### src/rtl/rf_instr_sequencer.sv
// Instruction sequencer feeding the 8-bit register file: decodes 12-bit words, sequences reads/writes.
// Optional illegal-instruction detection (dst = 00) is enabled by defining RF_SEQ_ERR_EN.
module rf_instr_sequencer #(
    parameter int DATA_W = 8
) (
    input  logic              clk,
    input  logic              rst,
    input  logic              instr_valid,
    input  logic [11:0]       instr,
    output logic              instr_ready,
    output logic [4:0]        rf_read_reg_1,
    input  logic [DATA_W-1:0] rf_read_data_1,
    output logic [1:0]        rf_write_reg,
    output logic [DATA_W-1:0] rf_write_data,
    output logic              busy,
    output logic              done,
    output logic              err
);

    typedef enum logic [2:0] {
        S_IDLE, S_RD_ADDR, S_RD_WAIT, S_WRITE, S_RETIRE, S_ERROR
    } state_t;

    typedef enum logic [1:0] {
        OP_NOP  = 2'b00,
        OP_LDI  = 2'b01,
        OP_MOV  = 2'b10,
        OP_ADDI = 2'b11
    } opcode_t;

    state_t             state, next;
    opcode_t            op_q;
    logic [1:0]         dst_q;
    logic [DATA_W-1:0]  imm_q;

    opcode_t            in_op;
    logic [1:0]         in_dst;
    logic               accept;
    logic               illegal;

    logic [4:0]         rd_reg_d;
    logic [1:0]         wr_reg_d;
    logic [DATA_W-1:0]  wr_data_d;
    logic               done_d;
    logic               err_d;

    assign in_op       = opcode_t'(instr[11:10]);
    assign in_dst      = instr[9:8];
    assign accept      = instr_valid && (state == S_IDLE);
    assign instr_ready = (state == S_IDLE) && !rst;
    assign busy        = (state != S_IDLE);

`ifdef RF_SEQ_ERR_EN
    assign illegal = (in_op != OP_NOP) && (in_dst == 2'b00);
`else
    assign illegal = 1'b0;
`endif

    always_ff @(posedge clk or posedge rst) begin
        if (rst) begin
            state <= S_IDLE;
        end else begin
            state <= next;
        end
    end

    always_comb begin
        next = state;
        case (state)
            S_IDLE: begin
                if (accept) begin
                    if (illegal)                next = S_ERROR;
                    else if (in_op == OP_NOP)   next = S_RETIRE;
                    else if (in_op == OP_LDI)   next = S_WRITE;
                    else                        next = S_RD_ADDR;
                end
            end
            S_RD_ADDR: next = S_RD_WAIT;
            S_RD_WAIT: next = S_WRITE;
            default:   next = S_IDLE;
        endcase
    end

    // Outputs are registered, so their next values are decoded from the upcoming state.
    always_comb begin
        rd_reg_d  = rf_read_reg_1;
        wr_reg_d  = '0;
        wr_data_d = rf_write_data;
        done_d    = (next == S_WRITE) || (next == S_RETIRE);
        err_d     = (next == S_ERROR);
        if (state == S_IDLE) begin
            if (next == S_RD_ADDR) begin
                rd_reg_d = {3'b000, (in_op == OP_MOV) ? instr[1:0] : in_dst};
            end
            if (next == S_WRITE) begin
                wr_reg_d  = in_dst;
                wr_data_d = instr[DATA_W-1:0];
            end
        end else if (state == S_RD_WAIT) begin
            wr_reg_d  = dst_q;
            wr_data_d = rf_read_data_1 + ((op_q == OP_ADDI) ? imm_q : '0);
        end
    end

    always_ff @(posedge clk or posedge rst) begin
        if (rst) begin
            op_q          <= OP_NOP;
            dst_q         <= '0;
            imm_q         <= '0;
            rf_read_reg_1 <= '0;
            rf_write_reg  <= '0;
            rf_write_data <= '0;
            done          <= 1'b0;
            err           <= 1'b0;
        end else begin
            if (accept) begin
                op_q  <= in_op;
                dst_q <= in_dst;
                imm_q <= instr[DATA_W-1:0];
            end
            rf_read_reg_1 <= rd_reg_d;
            rf_write_reg  <= wr_reg_d;
            rf_write_data <= wr_data_d;
            done          <= done_d;
            err           <= err_d;
        end
    end

endmodule
### config.mk
export PLATFORM = sky130hd
export DESIGN_NAME = rf_instr_sequencer
export DESIGN_NICKNAME = d
export VERILOG_FILES = /design/src/rtl/rf_instr_sequencer.sv
export SDC_FILE = /design/constraint.sdc
export NUM_CORES = 1
export LEC_CHECK = 0
export CAP_MARGIN = 0
export CORE_UTILIZATION = 47
export CTS_BUF_LIST = sky130_fd_sc_hd__clkbuf_16
export DETAILED_ROUTE_END_ITERATION = 8
export PLACE_DENSITY_LB_ADDON = 0.1
export SYNTH_ARGS = -nofsm -noshare
export SYNTH_HDL_FRONTEND = slang
export SYNTH_SLANG_ARGS = --single-unit
### constraint.sdc
create_clock -name clk -period 3.02 [get_ports clk]
set_input_delay 0.302 -clock clk [delete_from_list [all_inputs] [get_ports clk]]
set_output_delay 0.302 -clock clk [all_outputs]
set_load 0.01 [all_outputs]
## Yosys cells after proc, flatten, opt, wreduce, memory -nomap -nowiden

Cells that the tools add are included.

- Register bits: 29
- Bits of input ports: 23
- Output and inout port bits: 19

- Add/subtract/negate cells: 1
- Eq/ne operators: 10
- Muxes and demuxes: 12
- Reductions and logical operators: 10

Operators by type and width:

| operator | count |
|---|---|
| two-way mux 8 bit | 4 |
| two-way mux 2 bit | 5 |
| case mux 3 bit (3 select lines) | 1 |
| adder 8 bit | 1 |
| equality test 3 x 1 -> 1 bit (second input constant) | 2 |
| equality test 3 x 2 -> 1 bit (second input constant) | 2 |
| equality test 3 bit (second input constant) | 2 |
| two-way mux 3 bit | 2 |
| equality test 2 bit (second input constant) | 2 |
| AND reduction 2 bit | 2 |
| zero test 3 bit | 1 |
| nonzero test 3 bit | 1 |
| equality test 2 x 1 -> 1 bit (second input constant) | 1 |
| logical AND 1 bit | 2 |
| zero test 2 bit | 1 |
| != test 2 x 1 -> 1 bit (second input constant) | 1 |
| nonzero test 2 bit | 1 |
| zero test 1 bit | 1 |
| logical OR 1 bit | 1 |

## Logic depth before layout (Yosys ltp)

- Depth after elaboration: 8
- Depth in mapped cells: 9
- Depth with buffers taken out: 9

## Worst setup path before layout

Ideal clock, no wire load.

- Path type: flip-flop to flip-flop
- From: register op_q[0]
- To: register rf_write_data[6]
- Setup time: 125 ps
- Arrival time: 2222 ps
- Data required time: 2895 ps
- Setup slack: 673 ps
- Stages on the path, launching flop included: 10
- Clock period less this slack: 2347 ps
- Cell sequence: dfrtp_1 and3_1 ha_1 inv_1 fa_1 nor2b_4 o31a_1 or4_1 a32o_1 mux2_2

- Word-level cells in the longest chain between the ends: 5

Ends and longest elaborated chain:

| element | line | text |
|---|---|---|
| from (decl) | 32 | `opcode_t op_q;` |
| from (signal assigned) | 117 | `op_q <= in_op;` |
| equality test 2 bit | 101 | `wr_data_d = rf_read_data_1 + ((op_q == OP_ADDI) ? imm_q : '0);` |
| two-way mux 8 bit | 101 |  |
| adder 8 bit | 101 |  |
| two-way mux 8 bit | 99 | `end else if (state == S_RD_WAIT) begin` |
| two-way mux 8 bit | 91 | `if (state == S_IDLE) begin` |
| to (signal assigned) | 123 | `rf_write_data <= wr_data_d;` |
| to (decl) | 14 | `output logic [DATA_W-1:0] rf_write_data,` |

Every way passes these cells. The select of a mux whose other input is x is not followed.
A chain may end at the register's enable or synchronous reset.

## Worst setup path in the final report

Ends and elaborated chain as after synthesis.

==> flow_metrics.py <==
metrics = {
    "yosys": {
        "synthArstFlopShare_pct": 100,
        "synthCells": 146,
        "synth_common_cells": "29 x dfrtp_1, 14 x nand2_1",
        "synth_cell_types": 38,
        "synth_top_cell_area_share_pct": 47.2,
        "synth-edff-count": 0,
        "synth.area.top_cells": "dfrtp_1 47%, ha_1 5.7%, mux2_2 5.1%, mux2_1 3.7%, nand2_1 3.4%",
        "ys.warnings.count": 0,
        "synth_most_common_cell": "dfrtp_1",
        "syn_avg_cell_area_sq_um": 10.5,
        "yosys_register_bits": 29,
        "ys.flop_type": "dfrtp_1",
        "syn-cell-area_sq_um": 1540,
        "synth_seq_area_share_pct": 47.2,
        "synth_area_leader_cell": "dfrtp_1",
    },
    "routing": {
        "drc": 0,
        "vias": 1238,
        "routed.top_layer": "met4",
        "wl_met2_mm": 1.55,
        "antenna_left": 0,
        "vias_per_cell": 5.27,
        "wire_per_inst_um": 14.4,
        "drt_iter0_drc": 25,
        "wl_met1_mm": 1.57,
        "wl_met3_um": 196,
        "drt_first_pass_iters": 4,
        "drt_wl_total_mm": 3.39,
    },
    "critical_path": {
        "crit_path_start": "op_q[0]$_DFFE_PP0N_",
        "r2r-start": "op_q[0]$_DFFE_PP0N_",
        "cp-end-kind": "register",
        "crit_path_cell_trace": "and3_1 > ha_1 > inv_1 > fa_1 > nor2b_4 > o31a_1 > or4_1 > a32o_1 > mux2_2",
        "critPathMaxStageDelay_ns": 0.46,
        "criticalPathCategory": "reg -> reg",
        "r2r_setup_slack_ns": 0.49,
        "critPathSlowestCell": "dfrtp_1",
        "cp_max_fo": 9,
        "cp_data_required_time_ns": 3.18,
        "r2r-end": "rf_write_data[6]$_DFFE_PP0P_",
        "cp_data_arrival_time_ns": 2.68,
        "endpoint": "rf_write_data[6]$_DFFE_PP0P_",
        "reg2regPathDepth": 9,
        "cp-start-kind": "register",
    },
    "global_route": {
        "grt_pass1_vias": 1239,
        "grt_antenna_before_repair": 0,
        "grt_pass1_wl_mm": 5.78,
        "grt_use_total_pct": 23.3,
        "grt_max_degree": 30,
        "grt-ovfl-total": 0,
    },
    "cts": {
        "clk_path_buf_depth": 2,
        "cts-root-buf": "clkbuf_16",
        "cts-resized-gates": 0,
        "path_clk_slew_ns": 0.05,
        "ctsHoldBuffers": 0,
        "cts.sinks": 29,
        "cts_made_buffers": 5,
        "tritoncts": "built",
        "postCtsSetupBuffers": 0,
        "h-tree-depth": 2,
        "insertion_delay_ns": 0.27,
    },
    "die": {
        "start_util_pct": 49.9,
        "die_h_um": 59.2,
        "dieWidth_um": 59.2,
        "ios": 42,
        "core_region_area_sq_um": 3080,
        "rows": 20,
        "die-area_sq_um": 3500,
    },
    "sta": {
        "finalCriticalPeriod_ns": 2.53,
        "timing.final.ws_setup_ns": 0.491,
        "setup_viol": 0,
        "final_hold_viol_count": 0,
        "setup_tns_ns": 0,
        "skew_ns": 0.00342,
        "worst_pin_slew_ns": 0.676,
        "slew_headroom_pct": 54.8,
        "fmax_mhz": 395,
        "final_max_slew_viol_count": 0,
        "period_share_pct": 83.7,
        "rsz0062_at_grt": "no",
    },
    "power_and_ir_drop": {
        "power.leakage_uw": 0.000956,
        "powerDensity_nw_per_um2": 966,
        "clkPwrFrac_pct": 22.5,
        "intPower_uw": 1340,
        "p_switching_uw": 693,
        "combPwrFrac_pct": 43.5,
        "max-vdd-ir-drop_mv": 0.531,
        "seqPwrFrac_pct": 33.9,
        "switching_share_pct": 34.1,
    },
    "place": {
        "pre_cts_ws_ns": 0.432,
        "dp_cells": 227,
        "io_buffers": 38,
        "placed_cell_area_sq_um": 1970,
        "gp_routability_congestion": 0.847,
        "hpwl_mm": 2.41,
    },
    "layout": {
        "post-route-util_pct": 68.4,
        "fin_area_sq_um": 2110,
        "layout-drive-gt1-share_pct": 9.95,
        "diodes": 0,
        "final_nets": 221,
        "layoutNonFillerInstCount": 235,
        "top_regs": "imm_q (8), rf_write_data (8), state (3)",
        "syn2layout_area_growth_pct": 37.1,
    },
    "flow_run": {
        "drv_cap": 0,
    },
    "outcome": {
        "outcome": "finished, final reports clean",
    },
    "min_path": {
        "hold_class": "in -> async",
    },
}
==> cells in the final DEF, fill, tap and decap left out, types with 5 or more instances in the layout <==
| cell type | count |
|---|---|
| o21ai_0 | 5 |
| mux2_2 | 7 |
| clkdlybuf4s50_1 | 38 |
| mux2_1 | 5 |
| nand3_1 | 5 |
| nor2_1 | 7 |
| o21ai_1 | 6 |
| nand2_1 | 14 |
| clkbuf_16 | 5 |
| dfrtp_1 | 29 |
| inv_1 | 5 |
| ha_1 | 7 |
| and3_1 | 6 |
| a21oi_1 | 7 |
==> cell families (layout without fill, tap and decap cells) <==
logic type	count (synthesis)	in the layout	synth area share (%)
XOR/XNOR	4	4	2.28
AND/OR/NAND/NOR	45	45	15.6
flip-flops	29	29	47.2
AO/OA/AOI/OAI	31	31	12.6
other	1	4	0.244
multiplexers	16	16	11.4
buffers and inverters	12	54	3.66
adder cells (fa/ha/maj)	8	8	7.00
==> critical path: cells and delay by family (launching register included) <==
| family | cells | cell delay [ns] |
|---|---|---|
| simple gates | 3 | 0.69 |
| compound gates | 2 | 0.52 |
| flops | 1 | 0.46 |
| fa+ha+maj | 2 | 0.41 |
| mux | 1 | 0.27 |
| buf+inv | 1 | 0.07 |
==> metal layers <==
layer	GRT usage, %	vias to the layer above
met5	0	-
met3	8.52	7
met2	35.1	35
li1	-	605
met1	30.3	591
met4	9.86	0
==> layout make-up <==
class	instances	area (sq um)
multi-input cells	108	766
flip-flops and latches	29	726
inverters	5	18.8
repair buffers	41	403
clock buffers	5	125
fillers	250	972
well taps	44	55.1
clock inverters	3	12.5
==> power groups by stage <==
stage	Clock [uW]	Combinational, uW	Sequential, uW
global placement	0	865	687
finish	459	885	690
CTS	467	894	691
global route	485	981	712
floorplan	0	503	708
detailed placement	0	884	696
==> per-stage QoR <==
stage	power [uW]	hold slack [ns]
5_1_grt	2180	0.498
3_3_place_gp	1550	0.463
6_report	2030	0.425
2_1_floorplan	1210	0.375
3_5_place_dp	1580	0.476
4_1_cts	2050	0.432
==> worst min path at each step <==
stage	from	end	slack, ns	cells after the start
6_report	rst	rf_write_data[0]$_DFFE_PP0P_	0.43	3
2_1_floorplan	rst	done$_DFF_PP0_	0.38	1
5_1_grt	rst	imm_q[1]$_DFFE_PP0N_	0.50	3
3_5_place_dp	imm_q[0]$_DFFE_PP0N_	imm_q[0]$_DFFE_PP0N_	0.48	1
3_3_place_gp	state[2]$_DFF_PP0_	state[1]$_DFF_PP0_	0.46	1
4_1_cts	rst	rf_write_data[1]$_DFFE_PP0P_	0.43	3
Power figures use the tool's default switching activity.
